$ cat src/rtl/alu_addsub_pipe.sv
// Pipelined add/sub/compare unit: carry chain cut into CHUNK-bit slices, one slice per stage, STAGES-cycle latency.
// The whole pipe advances when the output register is empty or being drained; otherwise every stage holds.
module alu_addsub_pipe #(
  parameter int         WIDTH   = 32,
  parameter int         CHUNK   = 8,
  parameter logic [4:0] OP_ADD  = 5'd6,
  parameter logic [4:0] OP_SUB  = 5'd7,
  parameter logic [4:0] OP_SLT  = 5'd8,
  parameter logic [4:0] OP_SLTU = 5'd9
) (
  input  logic             soc_clk,
  input  logic             reset,
  input  logic             flush,
  input  logic             in_valid,
  output logic             in_ready,
  input  logic [WIDTH-1:0] ALU_dat1,
  input  logic [WIDTH-1:0] ALU_dat2,
  input  logic [4:0]       Instruction_to_ALU,
  output logic             out_valid,
  input  logic             out_ready,
  output logic [WIDTH-1:0] AddSub_out,
  output logic             flag_overflow,
  output logic             flag_carry,
  output logic             flag_zero,
  output logic             flag_neg,
  output logic             op_illegal
);

  localparam int STAGES = WIDTH / CHUNK;
  localparam int LAST   = STAGES - 1;
  localparam int NREG   = (STAGES > 1) ? STAGES - 1 : 1;

  typedef struct packed {
    logic [WIDTH-1:0] a;
    logic [WIDTH-1:0] b;
    logic [WIDTH-1:0] s;
    logic             c;
    logic [4:0]       op;
  } stage_t;

  stage_t         slc_in  [STAGES];
  stage_t         slc_out [STAGES];
  logic [CHUNK:0] slc_sum [STAGES];
  logic           inv_b;

  stage_t            stg_d [NREG];
  stage_t            stg_q [NREG];
  logic [NREG-1:0]   stg_vld_d, stg_vld_q;

  logic              out_vld_d, out_vld_q;
  logic [WIDTH-1:0]  res_d, res_q;
  logic              ovf_d, ovf_q;
  logic              cy_d, cy_q;
  logic              zero_d, zero_q;
  logic              neg_d, neg_q;
  logic              ill_d, ill_q;

  logic              adv;
  logic              fin_vld;
  logic [WIDTH-1:0]  fin_res;
  logic              fin_ovf, fin_cy, fin_ill;

  assign adv      = ~out_vld_q | out_ready;
  assign in_ready = adv;

  // Slice 0 is resolved in the accept cycle so that the last slice lands in the output register.
  always_comb begin
    inv_b = (Instruction_to_ALU == OP_SUB) | (Instruction_to_ALU == OP_SLT) |
            (Instruction_to_ALU == OP_SLTU);
    slc_in[0].a  = ALU_dat1;
    slc_in[0].b  = inv_b ? ~ALU_dat2 : ALU_dat2;
    slc_in[0].s  = '0;
    slc_in[0].c  = inv_b;
    slc_in[0].op = Instruction_to_ALU;
    for (int k = 1; k < STAGES; k++) begin
      slc_in[k] = stg_q[k-1];
    end
    for (int k = 0; k < STAGES; k++) begin
      slc_sum[k] = {1'b0, slc_in[k].a[k*CHUNK +: CHUNK]} +
                   {1'b0, slc_in[k].b[k*CHUNK +: CHUNK]} +
                   {{CHUNK{1'b0}}, slc_in[k].c};
      slc_out[k] = slc_in[k];
      slc_out[k].s[k*CHUNK +: CHUNK] = slc_sum[k][CHUNK-1:0];
      slc_out[k].c = slc_sum[k][CHUNK];
    end
  end

  always_comb begin
    fin_vld = (STAGES == 1) ? in_valid : stg_vld_q[NREG-1];
    fin_res = slc_out[LAST].s;
    fin_cy  = slc_out[LAST].c;
    fin_ill = 1'b0;
    fin_ovf = (slc_out[LAST].a[WIDTH-1] == slc_out[LAST].b[WIDTH-1]) &
              (slc_out[LAST].s[WIDTH-1] != slc_out[LAST].a[WIDTH-1]);
    case (slc_out[LAST].op)
      OP_ADD, OP_SUB: fin_res = slc_out[LAST].s;
      OP_SLT:         fin_res = {{(WIDTH-1){1'b0}}, slc_out[LAST].s[WIDTH-1] ^ fin_ovf};
      OP_SLTU:        fin_res = {{(WIDTH-1){1'b0}}, ~slc_out[LAST].c};
      default: begin
        fin_res = '0;
        fin_ovf = 1'b0;
        fin_cy  = 1'b0;
        fin_ill = 1'b1;
      end
    endcase
  end

  always_comb begin
    stg_d     = stg_q;
    stg_vld_d = stg_vld_q;
    out_vld_d = out_vld_q;
    res_d     = res_q;
    ovf_d     = ovf_q;
    cy_d      = cy_q;
    zero_d    = zero_q;
    neg_d     = neg_q;
    ill_d     = ill_q;
    if (flush) begin
      stg_vld_d = '0;
      out_vld_d = 1'b0;
    end else if (adv) begin
      stg_vld_d[0] = in_valid;
      if (in_valid) begin
        stg_d[0] = slc_out[0];
      end
      for (int k = 1; k < STAGES - 1; k++) begin
        stg_vld_d[k] = stg_vld_q[k-1];
        if (stg_vld_q[k-1]) begin
          stg_d[k] = slc_out[k];
        end
      end
      out_vld_d = fin_vld;
      if (fin_vld) begin
        res_d  = fin_res;
        ovf_d  = fin_ovf;
        cy_d   = fin_cy;
        zero_d = (fin_res == '0);
        neg_d  = fin_res[WIDTH-1];
        ill_d  = fin_ill;
      end
    end
  end

  always_ff @(posedge soc_clk or posedge reset) begin
    if (reset) begin
      for (int k = 0; k < NREG; k++) begin
        stg_q[k] <= '0;
      end
      stg_vld_q <= '0;
      out_vld_q <= 1'b0;
      res_q     <= '0;
      ovf_q     <= 1'b0;
      cy_q      <= 1'b0;
      zero_q    <= 1'b0;
      neg_q     <= 1'b0;
      ill_q     <= 1'b0;
    end else begin
      stg_q     <= stg_d;
      stg_vld_q <= stg_vld_d;
      out_vld_q <= out_vld_d;
      res_q     <= res_d;
      ovf_q     <= ovf_d;
      cy_q      <= cy_d;
      zero_q    <= zero_d;
      neg_q     <= neg_d;
      ill_q     <= ill_d;
    end
  end

  assign out_valid     = out_vld_q;
  assign AddSub_out    = res_q;
  assign flag_overflow = ovf_q;
  assign flag_carry    = cy_q;
  assign flag_zero     = zero_q;
  assign flag_neg      = neg_q;
  assign op_illegal    = ill_q;

endmodule

$ cat config.mk
export PLATFORM = sky130hd
export DESIGN_NAME = alu_addsub_pipe
export DESIGN_NICKNAME = d
export VERILOG_FILES = /design/src/rtl/alu_addsub_pipe.sv
export SDC_FILE = /design/constraint.sdc
export NUM_CORES = 1
export LEC_CHECK = 0
export CAP_MARGIN = 40
export CELL_PAD_IN_SITES_DETAIL_PLACEMENT = 2
export CELL_PAD_IN_SITES_GLOBAL_PLACEMENT = 2
export CORE_MARGIN = 4
export CORE_UTILIZATION = 37
export DETAILED_ROUTE_END_ITERATION = 12
export PLACE_DENSITY = 0.89
export SETUP_SLACK_MARGIN = 0.5
export SLEW_MARGIN = 20
export SYNTH_ARGS = -nofsm -noshare
export SYNTH_HDL_FRONTEND = slang
export SYNTH_SLANG_ARGS = --single-unit
$ cat constraint.sdc
create_clock -name soc_clk -period 8.5 [get_ports soc_clk]
set_input_delay 1.275 -clock soc_clk [delete_from_list [all_inputs] [get_ports soc_clk]]
set_output_delay 1.275 -clock soc_clk [all_outputs]
set_load 0.02 [all_outputs]
# == Word level (Yosys, flattened, before mapping) ==
# Index checks and enable logic that the tools add are counted.
# classes
mux,9
n_reduce_logical,8
bitwise_logic,9
eq_ne,9
addsub,8
# ops
op,count
$pmux W32 S3,1
$add A8 B8 Y9,4
$add A9 B1 Y9,4
$logic_not A32 Y1,1
$mux W32,1
$not A32 Y32,1
$eq A5 B4 Y1 const B,4
$eq A5 B3 Y1 const B,3
$reduce_and A3 Y1,4
$mux W3,2
$mux W1,5
$reduce_or A4 Y1,1
$not A1 Y1,3
$or A1 B1 Y1,3
$reduce_bool A2 Y1,1
$reduce_or A2 Y1,1
$and A1 B1 Y1,1
$eq A1 B1 Y1,1
$ne A1 B1 Y1,1
$xor A1 B1 Y1,1
# totals
input_bits,74
output_inout_bits,39
ff_bits,299
elab_cells,66

# == Longest topological paths before layout ==
# depth
depth_word,7
mapped_depth,12
depth_no_buf,11

# == Least setup slack after synthesis ==
# No wires, ideal clock.
# synth_path
kind,input to register
startpoint,in Instruction_to_ALU[1]
endpoint,"reg stg_q, in the netlist slc_in[216]"
n_path_buf,1
arrival_time_ns,3.573
stages,12
setup_slack_ns,4.832
setup_ns,0.096
required_time_ns,8.404
cell_sequence,or3b_4 a21oi_2 buf_4 xor2_1 inv_1 fa_1 nor2b_1 o21ai_0 a21boi_0 o21a_1 nor3_1 o31ai_1
# synth_via
elab_chain_cells,6
elab_cells_between_ends,8
cone_classes,add/sub (2); eq/ne (3); mux (1); bitwise (2)
# synth_lines
item,line_no,source
"start, declared",18,"input logic [4:0] Instruction_to_ALU,"
$eq A5 B3 Y1 / $eq A5 B4 Y1 (equally long branches),68,inv_b = (Instruction_to_ALU == OP_SUB) | (Instruction_to_ALU == OP_SLT) |
$or A1 B1 Y1,68,
$or A1 B1 Y1 (*),68,
$mux W32,71,slc_in[0].b = inv_b ? ~ALU_dat2 : ALU_dat2;
$add A8 B8 Y9,79,"slc_sum[k] = {1'b0, slc_in[k].a[k*CHUNK +: CHUNK]} +"
$add A9 B1 Y9 (*),80,"{1'b0, slc_in[k].b[k*CHUNK +: CHUNK]} +"
"end signal, assigned",158,stg_q <= stg_d;
"end, declared",47,stage_t stg_q [NREG];
# Mark *: on every way between the ends. The rest lies on a longest branch, timed or not.
# A chain may end at the register's enable or synchronous reset.

# == Final worst setup path ==
# layout_path
startpoint,in Instruction_to_ALU[2]
endpoint,"reg stg_q, in the netlist slc_in[216]"
# The elaborated chain is that of the path after synthesis.

==> impl_metrics.toml <==
[grt]
grt_pass1_wl_um = 47700
grt.met1_usage = 0.281
grtUsageTotal = 0.216
grt_max_degree = 101
grt_busiest_layer = "met2"
use_met2 = 0.378
overflow = 0
grt_pass1_vias = 7682
grt_use_met3 = 0.0315
antenna_found_initial = 0

[cts]
cts-root-buf = "clkbuf_16"
cts-hold-fix-buffers = 0
numClockSinks = 202
cts_resized = 0
cts.path.max_buffers = 3
clk_pin_slew_ns = 0.06
h-tree-depth = 1
cts_inserted_buffers = 23
insertion_delay_ns = 0.52
cts_tree = "done"
postCtsSetupBuffers = 0

[yosys]
synth_area_um2 = 9320
yosys_register_bits = 202
synth_edf_count = 0
yosys_warnings = 0
synth_area_leaders = "dfrtp_1 54%, mux2_2 13%, nand2_1 4.6%"
syn-num-nets = 909
synth_top_area_cell = "dfrtp_1"
seq_area_frac_synth = 0.543
async_flop_share = 1.00
avgSynthCellArea_um2 = 11.6
synth_top_area_share = 0.543
synth.distinct_cells = 59
synthCells = 800
ys.flop_type = "dfrtp_1"

[sta]
fin_setup_tns_ns = 0
maxSlewHeadroom = 0.523
fin_crit_sh = 0.498
finalSetupViolCount = 0
drv_slew = 0
fin_skew_ns = 0.0168
max_freq_ghz = 0.236
hold_violations = 0
period_minus_slack_ns = 4.23
grt_setup_unrepaired = "no"
worst_pin_slew_ns = 0.715

[critical_path]
path_class = "input pin to flip-flop"
worstPathRequired_ns = 8.91
worstPathArrival_ns = 4.65
ff2ff_path_depth = 8
crit_path_start_kind = "input pin"
worstPathMaxFanout = 31
r2r_slack_ns = 5.77
cp-end-kind = "flip-flop"

[pwr]
irDropWorstVdd_mv = 0.110
powerDensity_nw_per_um2 = 306
p_sw_uw = 1200
p_leak_uw = 0.00505
p_int_uw = 2380
switching_share = 0.336
p_clk_frac = 0.314
combPwrFrac = 0.282
p_seq_frac = 0.404

[detailed_routing]
via_per_inst = 5.27
drt_wl_total_um = 30100
drc = 0
antenna_left = 0
drt-initial-drc-count = 326
avgRoutedWirePerCell_um = 24.1
vias = 6595
drt_pass1_iterations = 5

[floorplan]
rows = 57
die_h_um = 167
ios = 113
die_area_um2 = 27800
core_area_um2 = 24500
initial_core_util = 0.380
fp.dieW_um = 167

[place]
place_inst = 1210
io_buffers = 112
gp_congestion = 0.711
dpl.hpwl_um = 19800

[final_layout]
layoutNonFillerInstCount = 1251
diodes = 0
drive_above_1_share = 0.191
syn_to_final_growth_pct = 25.6
finalNetCount = 1020

[outcome]
status = "finished, final reports clean"

[worst_hold_path]
hp-class = "flip-flop to flip-flop"
whs_path_depth = 2

[run]
cap_viol_max_count = 0
==> final timing paths <==
kind	from	end
min	AddSub_out[18]$_DFFE_PP0P_	AddSub_out[18]$_DFFE_PP0P_
max reg2reg	slc_in[209]$_DFFE_PP0P_	slc_in[123]$_DFFE_PP0P_
min reg2reg	AddSub_out[18]$_DFFE_PP0P_	AddSub_out[18]$_DFFE_PP0P_
min in group asynchronous	reset	slc_in[168]$_DFFE_PP0P_
max in group asynchronous	reset	slc_in[112]$_DFFE_PP0P_
max	Instruction_to_ALU[2]	slc_in[216]$_DFFE_PP0P_
==> cell usage after synthesis (all sizes together), types with 2 or more instances <==
library cell,count
nor2b,5
nand3,6
a2111oi,2
buf,21
a21oi,16
clkbuf,16
fa,7
o31ai,8
a21boi,4
nor4b,3
mux2,109
dfrtp,202
a21o,4
xor2,11
xnor2,34
a21bo,2
o211ai,4
nand2b,4
a211oi,5
nor4,7
o21bai,2
o21ai,79
nor2,22
nand3b,5
nor3,12
or3,2
a22o,3
o21a,12
inv,24
nand2,114
nand4,2
nor3b,6
mux2i,4
ha,28
and2,4
==> worst max-delay path, stage by stage <==
cell and delay, ns:
clkdlybuf4s50_1 0.48, or3b_4 0.44, a21oi_4 0.16, buf_4 0.45
xor2_1 0.23, inv_1 0.09, fa_1 0.45, nor2b_1 0.15
o21ai_0 0.12, a21boi_0 0.29, o21a_1 0.20, nor3_1 0.06
o31ai_1 0.22
==> state kept, by name (all words and copies together) (netlist names) <==
register,cells
flag_zero,1
flag_overflow,1
flag_carry,1
AddSub_out,32
slc_in,162
stg_vld_q,3
op_illegal,1
out_valid,1
==> layout make-up <==
class / instances / area, um2
Multi-Input combinational cell: 537 / 4020
Fill cell: 2465 / 12800
Clock inverter: 9 / 170
Tap cell: 324 / 405
Timing Repair Buffer: 123 / 1280
Inverter: 24 / 97.6
Clock buffer: 32 / 679
Sequential cell: 202 / 5050
==> per-stage QoR <==
step / instance area [um2] / hold WS (ns) / util / power (uW) / setup slack, ns
2_1_floorplan: 9320 / 0.443 / - / 1980 / 1.71
4_1_cts: 11700 / 0.487 / 0.477 / 3600 / 4.26
3_5_place_dp: 10900 / 0.475 / 0.442 / 2390 / 3.80
5_1_grt: 11700 / 0.504 / 0.477 / 3760 / 4.02
3_3_place_gp: 10700 / 0.458 / 0.438 / 2250 / 3.97
6_report: 11700 / 0.479 / 0.477 / 3580 / 4.27
==> power groups by stage <==
stage | clock [uW] | sequential [uW] | combinational [uW]
6_report | 1120 | 1450 | 1010
5_1_grt | 1190 | 1470 | 1100
4_1_cts | 1140 | 1440 | 1010
3_5_place_dp | 0 | 1440 | 948
3_3_place_gp | 0 | 1400 | 842
2_1_floorplan | 0 | 1350 | 634
==> per-layer routing <==
layer | vias to the layer above | part of all wire
met5 | - | 0
li1 | 2991 | -
met4 | 0 | 0.025
met2 | 155 | 0.51
met1 | 3394 | 0.43
met3 | 55 | 0.038
==> cell usage in the layout (no fill, tap or decap), types with 8 or more instances in the layout <==
cell type	count
nand2_1	111
o21ai_0	76
xor2_1	11
inv_1	23
nor2_1	21
nor3_1	12
a21oi_1	15
clkdlybuf4s50_1	112
o31ai_1	8
mux2_2	109
dfrtp_1	202
o21a_1	11
ha_1	28
xnor2_1	34
clkbuf_16	23
==> logic make-up (layout without fill, tap and decap cells) <==
kind of cell	after synthesis	after routing	share of synthesized area
adders and majority gates	35	35	0.0527
DFF	202	202	0.543
AOI/OAI and AO/OA	148	148	0.101
xor gates and xnor gates	45	45	0.0423
and+or+nand+nor	196	196	0.0972
muxes	113	113	0.136
buffers and inverters	61	188	0.0282
No activity file was read; power rests on OpenSTA's default activity.
